[config.mk]
export PLATFORM = sky130hd
export DESIGN_NAME = mem_slave_ctrl_flat
export DESIGN_NICKNAME = d
export VERILOG_FILES = /design/src/rtl/mem_slave_ctrl_if.sv /design/src/rtl/mem_slave_ctrl.sv /design/src/flat_wrapper.sv
export SDC_FILE = /design/constraint.sdc
export NUM_CORES = 2
export LEC_CHECK = 0
export CELL_PAD_IN_SITES_DETAIL_PLACEMENT = 0
export CELL_PAD_IN_SITES_GLOBAL_PLACEMENT = 2
export CORE_UTILIZATION = 46
export DETAILED_ROUTE_END_ITERATION = 6
export GPL_TIMING_DRIVEN = 0
export HOLD_SLACK_MARGIN = 0.08
export PLACE_DENSITY_LB_ADDON = 0.1
export SETUP_SLACK_MARGIN = 0.15
export SLEW_MARGIN = 20
export SYNTH_ARGS = -nofsm -noshare
export SYNTH_HDL_FRONTEND = slang
export SYNTH_SLANG_ARGS = --single-unit
export TNS_END_PERCENT = 50
[constraint.sdc]
create_clock -name clk -period 4.1 [get_ports clk]
set_input_delay 0.615 -clock clk [delete_from_list [all_inputs] [get_ports clk]]
set_output_delay 0.615 -clock clk [all_outputs]
set_load 0.01 [all_outputs]
[src/rtl/mem_slave_ctrl_if.sv]
// Bus between the CPU MAR/MDR memory port and mem_slave_ctrl.
// The CPU drives the request side; the slave answers with data, mfc and status.
interface mem_slave_ctrl_if;
  logic        enable;
  logic        rw;
  logic [15:0] address;
  logic [15:0] data_in;
  logic [15:0] data_out;
  logic        mfc;
  logic        busy;
  logic        wp_fault;

  modport master (
    output enable, rw, address, data_in,
    input  data_out, mfc, busy, wp_fault
  );

  modport slave (
    input  enable, rw, address, data_in,
    output data_out, mfc, busy, wp_fault
  );
endinterface

[src/rtl/mem_slave_ctrl.sv]
// Memory slave for the CPU MAR/MDR interface: latches a request, waits a fixed
// LATENCY, performs the read/write on an internal 16-bit word array and answers
// with the mfc handshake. Address bits above ADDR_W-1 alias.
// Optional feature macro: MEM_WRITE_PROTECT_EN -- writes below PROTECT_TOP are
// suppressed and flagged on wp_fault; when undefined wp_fault is always 0.
module mem_slave_ctrl #(
  parameter int          ADDR_W      = 8,
  parameter int          LATENCY     = 5,
  parameter logic [15:0] PROTECT_TOP = 16'h0008
) (
  input logic           clk,
  input logic           rst,
  mem_slave_ctrl_if.slave bus
);

  typedef enum logic [1:0] {IDLE, WAIT, ACK} state_t;

  localparam logic [7:0] CNT_LOAD = 8'(LATENCY - 1);

  state_t            state;
  logic [7:0]        cnt;
  logic [ADDR_W-1:0] req_addr;
  logic              req_rw;
  logic [15:0]       req_data;
  logic [15:0]       mem [2**ADDR_W];

  logic [15:0]       data_out_q;
  logic              mfc_q;
  logic              busy_q;
  logic              wp_q;

  logic              fire;
  logic              wr_block;
  logic              do_write;
  logic              unused_bits;

  // The access happens on the WAIT edge where the countdown has expired and
  // the CPU is still requesting; a dropped enable on that edge aborts instead.
  assign fire = (state == WAIT) && bus.enable && (cnt == 8'd0);

`ifdef MEM_WRITE_PROTECT_EN
  assign wr_block = (32'(req_addr) < 32'(PROTECT_TOP));
`else
  assign wr_block = 1'b0;
`endif

  assign do_write = fire && !req_rw && !wr_block;

  // Upper address bits are deliberately ignored (aliasing); PROTECT_TOP is
  // only consulted when write protection is built in.
  assign unused_bits = ^{PROTECT_TOP, bus.address};

  assign bus.data_out = data_out_q;
  assign bus.mfc      = mfc_q;
  assign bus.busy     = busy_q;
  assign bus.wp_fault = wp_q;

  // Capture the request at acceptance so later bus changes are ignored.
  always_ff @(posedge clk) begin
    if (state == IDLE && bus.enable) begin
      req_addr <= bus.address[ADDR_W-1:0];
      req_rw   <= bus.rw;
      req_data <= bus.data_in;
    end
  end

  // Array write port; a reset drops the FSM to IDLE so a pending write never lands.
  always_ff @(posedge clk) begin
    if (do_write) begin
      mem[req_addr] <= req_data;
    end
  end

  // Handshake FSM with registered mfc/busy/data_out/wp_fault.
  always_ff @(posedge clk or posedge rst) begin
    if (rst) begin
      state      <= IDLE;
      cnt        <= 8'd0;
      mfc_q      <= 1'b0;
      busy_q     <= 1'b0;
      data_out_q <= 16'h0000;
      wp_q       <= 1'b0;
    end else begin
      case (state)
        IDLE: begin
          if (bus.enable) begin
            state  <= WAIT;
            cnt    <= CNT_LOAD;
            busy_q <= 1'b1;
          end
        end
        WAIT: begin
          if (!bus.enable) begin
            state  <= IDLE;
            cnt    <= 8'd0;
            busy_q <= 1'b0;
          end else if (cnt == 8'd0) begin
            state      <= ACK;
            mfc_q      <= 1'b1;
            data_out_q <= req_rw ? mem[req_addr] : 16'h0000;
            wp_q       <= !req_rw && wr_block;
          end else begin
            cnt <= cnt - 8'd1;
          end
        end
        ACK: begin
          if (!bus.enable) begin
            state      <= IDLE;
            mfc_q      <= 1'b0;
            busy_q     <= 1'b0;
            data_out_q <= 16'h0000;
            wp_q       <= 1'b0;
          end
        end
        default: begin
          state      <= IDLE;
          cnt        <= 8'd0;
          mfc_q      <= 1'b0;
          busy_q     <= 1'b0;
          data_out_q <= 16'h0000;
          wp_q       <= 1'b0;
        end
      endcase
    end
  end

endmodule

[src/flat_wrapper.sv]
// flat-port wrapper written by rule: the top's interface ports become plain ports
module mem_slave_ctrl_flat 
#(
  parameter int          ADDR_W      = 8,
  parameter int          LATENCY     = 5,
  parameter logic [15:0] PROTECT_TOP = 16'h0008
)
  (clk, rst, bus_enable, bus_rw, bus_address, bus_data_in, bus_data_out, bus_mfc, bus_busy, bus_wp_fault);
  mem_slave_ctrl_if bus_i ();
  input logic clk;
  input logic rst;
  input wire logic [$bits(bus_i.enable)-1:0] bus_enable;
  input wire logic [$bits(bus_i.rw)-1:0] bus_rw;
  input wire logic [$bits(bus_i.address)-1:0] bus_address;
  input wire logic [$bits(bus_i.data_in)-1:0] bus_data_in;
  output wire logic [$bits(bus_i.data_out)-1:0] bus_data_out;
  output wire logic [$bits(bus_i.mfc)-1:0] bus_mfc;
  output wire logic [$bits(bus_i.busy)-1:0] bus_busy;
  output wire logic [$bits(bus_i.wp_fault)-1:0] bus_wp_fault;
  assign bus_i.enable = bus_enable;
  assign bus_i.rw = bus_rw;
  assign bus_i.address = bus_address;
  assign bus_i.data_in = bus_data_in;
  assign bus_data_out = bus_i.data_out;
  assign bus_mfc = bus_i.mfc;
  assign bus_busy = bus_i.busy;
  assign bus_wp_fault = bus_i.wp_fault;
  mem_slave_ctrl #(.ADDR_W(ADDR_W), .LATENCY(LATENCY), .PROTECT_TOP(PROTECT_TOP)) u_core (.clk(clk), .rst(rst), .bus(bus_i));
endmodule
# After elaboration in Yosys (flattened, before gate mapping)
# Memory sizes are Yosys's and may differ from the RTL's. A register that Yosys moved wholly into a read port is not among the register bits.
# Index checks and enable logic that the tools add are counted.
[word_totals] reg_bits=54 ram_bits=4096 word_cells=60 n_memories=1
[mem_list] memory="u_core.mem" depth=256 width=16 rd=1 rd_ports_with_merged_regs=1 wr=1 line="mem_slave_ctrl.sv:25" text="logic [15:0] mem [2**ADDR_W];"
[classes] add_sub_neg=1 n_eq_ne=9 n_mux=26 bitwise_logic=2 reduce_logical=12
[ops] op="$mux 16" count=4
[ops] op="$pmux 16 s3" count=1
[ops] op="$mux 8" count=4
[ops] op="$pmux 8 s3" count=1
[ops] op="$ne 2x2->1 const B" count=5
[ops] op="$logic_not 8->1" count=1
[ops] op="$mux 1" count=8
[ops] op="$mux 2" count=4
[ops] op="$sub 8x1->8 const B" count=1
[ops] op="$ne 3x3->1 const B" count=2
[ops] op="$pmux 1 s3" count=2
[ops] op="$pmux 2 s3" count=1
[ops] op="$reduce_and 3->1" count=2
[ops] op="$logic_and 1x1->1" count=4
[ops] op="$reduce_and 4->1" count=1
[ops] op="$eq 2x1->1 const B" count=1
[ops] op="$eq 2x2->1 const B" count=1
[ops] op="$logic_not 2->1" count=1
[ops] op="$not 1->1" count=2
[ops] op="$pmux 1 s2" count=1
[ops] op="$reduce_and 2->1" count=1
[ops] op="$reduce_or 2->1" count=1
[ops] op="$logic_not 1->1" count=1

# Longest topological paths before layout
[depth] ltp_word=6 mapped_depth=13 ltp_nobuf=9

# Least setup slack after synthesis
# Ideal clock, no wire load.
[synth_path] path_kind="reg-to-reg" start="register u_core.req_data[0]" end="memory u_core.mem[0][0] (data pin)" setup_ns=0.817 t_arrival_ns=3.228 required_ns=3.283 path_slack_ns=0.054 stages_incl_launch_ff=1 n_path_buf=0 period_less_slack_ns=4.046 path_cell_list="edfxtp_1"
[synth_rtl] element="start, declared" line="mem_slave_ctrl.sv:24" text="logic [15:0] req_data;"
[synth_rtl] element="start signal, assigned" line="mem_slave_ctrl.sv:63" text="req_data <= bus.data_in;"
[synth_rtl] element="end, declared" line="mem_slave_ctrl.sv:25"
# Straight into the memory's write port.

==> results.md <==
* Placer Congestion at 0.9799
* Initial core utilization at 46.35%
* CP Class: flip-flop to flip-flop
* Syn-to-layout area delta at 19.25%
* Port buffer count at 45
* DR WL/cell at 45.39 um
* Die Y at 593.3 um
* Final hold violation count at 0
* Synth area leader: edfxtp_1
* DRT Pass-1 Iters at 6
* Failing checks: setup timing
* Critical path data required time at 5.02 ns
* Setup clock skew after layout at 0.06339 ns
* Clock Tree Root: clkbuf_16
* Sequential-to-total area share from yosys stat at 77.47%
* Final period util at 103.9%
* Crit-path slowest cell: o31a_2
* CTS tree: yes
* Clock buffer depth at 4
* RSZ-0062 raised after global routing: true
* Final ANT Viol Nets at 0
* Setup crit end kind: flip-flop
* Reg clk slew, reported paths at 0.06 ns
* Post-synthesis register bit count at 4157
* Crit path time final at 4.261 ns
* HPWL Detailed at 447600 um
* Library cells used by synthesis at 79
* Critical Path Start Type: flip-flop
* Max Fclk at 0.2347 GHz
* CP max FO at 10
* Max IR drop VDD at 0.0004720 V
* CTS Sinks at 4157
* Synth Flop Type: edfxtp_1
* Final Power at 125.6 mW
* Mux cell area share after synthesis at 14.00%
* Largest family of logic cells by synthesized area: multiplexers
* Crit path cell chain: buf_6 > buf_8 > buf_6 > buf_6 > mux2i_1 > o221ai_1 > nor3_1 > a211oi_1 > nand4_1 > o31a_2 > o21ai_0
* Largest net degree at the start of global routing at 33
* Commonest cells post-synth: edfxtp_1 (4121), mux2i_1 (734), mux4_2 (641), nor2_1 (352), o221ai_1 (200)
* Most frequent cell on the critical path: buf_6
* Post-Route WL at 624500 um
* Post-Syn Area at 160800 sq um
* GRT Residual Overflow at 0
* Slew Viols, Final at 0
* Syn_nets at 7882
* Post-synth ARST share at 0.6736%
* Fraction of layout cells with a size suffix above 1 at 28.15%
* Vias in the first global route at 86250
* Initial antenna violation count at 57
* # DRC at 0
* Synthesized-area fraction occupied by and/or/nand/nor cells at 2.041%
* Headroom to the max-slew limit at 14.47%
* Synth Area in Adders at 0.03890%
* P_leak at 61.81 nW
* Non-filler cells, final at 13760
* Cells after Synth at 7841
* Die area at 352000 sq um
* YS warnings at 0
* Synth Area in Compound Gates at 4.509%
* Critical Path AT at 5.18 ns
* Worst Max-Slew Pin Slew at 1.278 ns
* Site Rows at 216
* CTS H-tree lvls at 5
* Core area at 347000 sq um
* DIE WIDTH at 593.3 um
* Total track usage at 35.35%
* Clk_lat worst skew at 1.03 ns
* Avg Synthesized Cell Area at 20.51 sq um
* Iter 0 DRT Violations at 15720
* Post-synth EDFFs at 4121
* Max Cap Violations at 0
* Placed Instances at 12870
* Yosys top cell area share at 76.94%
* Ports at 55
* CP max stage delay at 0.64 ns
* Status: finished, violations left
* Hold crit path type: input port to flip-flop
* Via count at 91370
* Mean number of vias per cell at 6.641
* Final WS setup at -0.1606 ns
* Nets at 8857
* Most common cell in the netlist: edfxtp_1
* Pwr dens at 654.9 nW/um^2
* Synth Area in XOR/XNOR at 0.02178%
* First-pass GRT wire length at 811800 um
* Synth area leaders: edfxtp_1 (77%), mux4_2 (9.0%), mux2i_1 (4.6%), o221ai_1 (1.1%), a22oi_1 (0.83%)
* # setup viols final at 14
* TritonCTS Buffers at 433
## repair_timing
action,in CTS,in global routing
hold buffers,1,0
hold endpoints to repair,9,0
pin swaps,52,27
gates cloned,0,0
setup endpoints to repair,3443,1513
resized for setup,320,169
setup buffers,72,20
## through the flow
stage	hold slack, ns	setup slack (ns)	cell area, sq um	utilization (%)	TNS [ns]
floorplan	0.4719	0.05427	160800	-	0
global placement	0.5059	-5.037	167000	48.13	-
detailed placement	0.5077	-1.552	175000	50.44	-1653.04
CTS	0.1353	-0.2083	190900	55.01	-1.985
global route	0.1800	-0.03284	191800	55.27	-0.6464
finish	0.1839	-0.1606	191800	55.27	-1.095
## power by group
part / total [mW] / leakage [nW] / switching (mW) / internal (mW)
Sequential: 49.2 / 37.5 / 0.344 / 48.9
Clock: 38.6 / 6.64 / 16.8 / 21.8
Combinational: 37.8 / 17.7 / 26.7 / 11.1
Total: 126 / 61.8 / 43.9 / 81.7
## flip-flops by register name, summed over array words and instances (netlist names), named ones only
| register | count |
|---|---|
| u_core.bus.busy | 1 |
| u_core.bus.data_out | 16 |
| u_core.bus.mfc | 1 |
| u_core.cnt | 8 |
| u_core.mem | 4096 |
| u_core.req_addr | 8 |
| u_core.req_data | 16 |
| u_core.req_rw | 1 |
| u_core.state | 2 |
## critical path: cells and delay by family (launching register included)
family	cells	cell delay [ns]
DFF	1	0.33
buffers and inverters	4	1.35
and+or+nand+nor	2	0.65
muxes	1	0.16
AOI/OAI and AO/OA	4	1.57
## logic make-up (layout without fill, tap and decap cells)
| kind of cell | count (synthesis) | after routing |
|---|---|---|
| compound gates | 1030 | 1030 |
| xor+xnor | 4 | 4 |
| fa+ha+maj | 5 | 5 |
| buf+inv | 478 | 1807 |
| flops | 4157 | 4157 |
| mux | 1417 | 1417 |
| other cells | 1 | 12 |
| simple gates | 749 | 749 |
## final cells by class
type / count / area [sq um]
fill: 26440 / 155200
sequential: 4157 / 124600
multi-input combinational: 3206 / 35680
clock buffer: 552 / 11450
timing repair buffer: 540 / 8392
tap: 4578 / 5728
buffer: 464 / 3677
clock inverter: 237 / 2180
inverter: 14 / 56.30
antenna: 11 / 27.53
## worst paths after layout
check / start / end / slack, ns / cells past startpoint
min: bus_data_in[9] / u_core.req_data[9] / 0.18 / 1
max in group asynchronous: rst / u_core.bus.data_out[8] / 3.18 / 4
max: flip-flop / u_core.bus.data_out[0] / -0.16 / 11
min reg2reg: u_core.cnt[1] / u_core.cnt[1] / 0.51 / 2
min in group asynchronous: rst / u_core.cnt[0] / 0.46 / 3
max reg2reg: flip-flop / u_core.bus.data_out[0] / -0.16 / 11
## cell usage in the layout, fill, tap and decap left out, types with 29 or more instances in the layout
| cell | n |
|---|---|
| mux2i_1 | 734 |
| buf_12 | 103 |
| buf_4 | 113 |
| nor2_4 | 180 |
| clkbuf_16 | 437 |
| o211ai_1 | 35 |
| nand2_1 | 156 |
| a21oi_1 | 161 |
| clkinv_2 | 74 |
| nand3_1 | 57 |
| nor3_1 | 32 |
| o21ai_1 | 30 |
| clkinv_1 | 97 |
| edfxtp_1 | 4121 |
| nand4_1 | 38 |
| o22ai_1 | 136 |
| nor2_2 | 90 |
| o21ai_0 | 84 |
| clkbuf_1 | 160 |
| nor2_1 | 82 |
| bufinv_16 | 33 |
| clkbuf_4 | 29 |
| clkdlybuf4s50_1 | 45 |
| buf_16 | 59 |
| mux4_2 | 641 |
| o221ai_1 | 189 |
| buf_2 | 54 |
| clkbuf_2 | 98 |
| a22oi_1 | 177 |
| buf_8 | 226 |
| buf_6 | 215 |
## per-layer routing
metal	GRT usage (%)	routed length, um	vias to the layer above
met5	0.09470	245	-
met4	18.84	39530	28
met3	10.14	76510	1204
met2	51.40	270500	6209
met1	48.44	237600	49050
li1	-	-	34880
(Power assumes the default switching activity.)
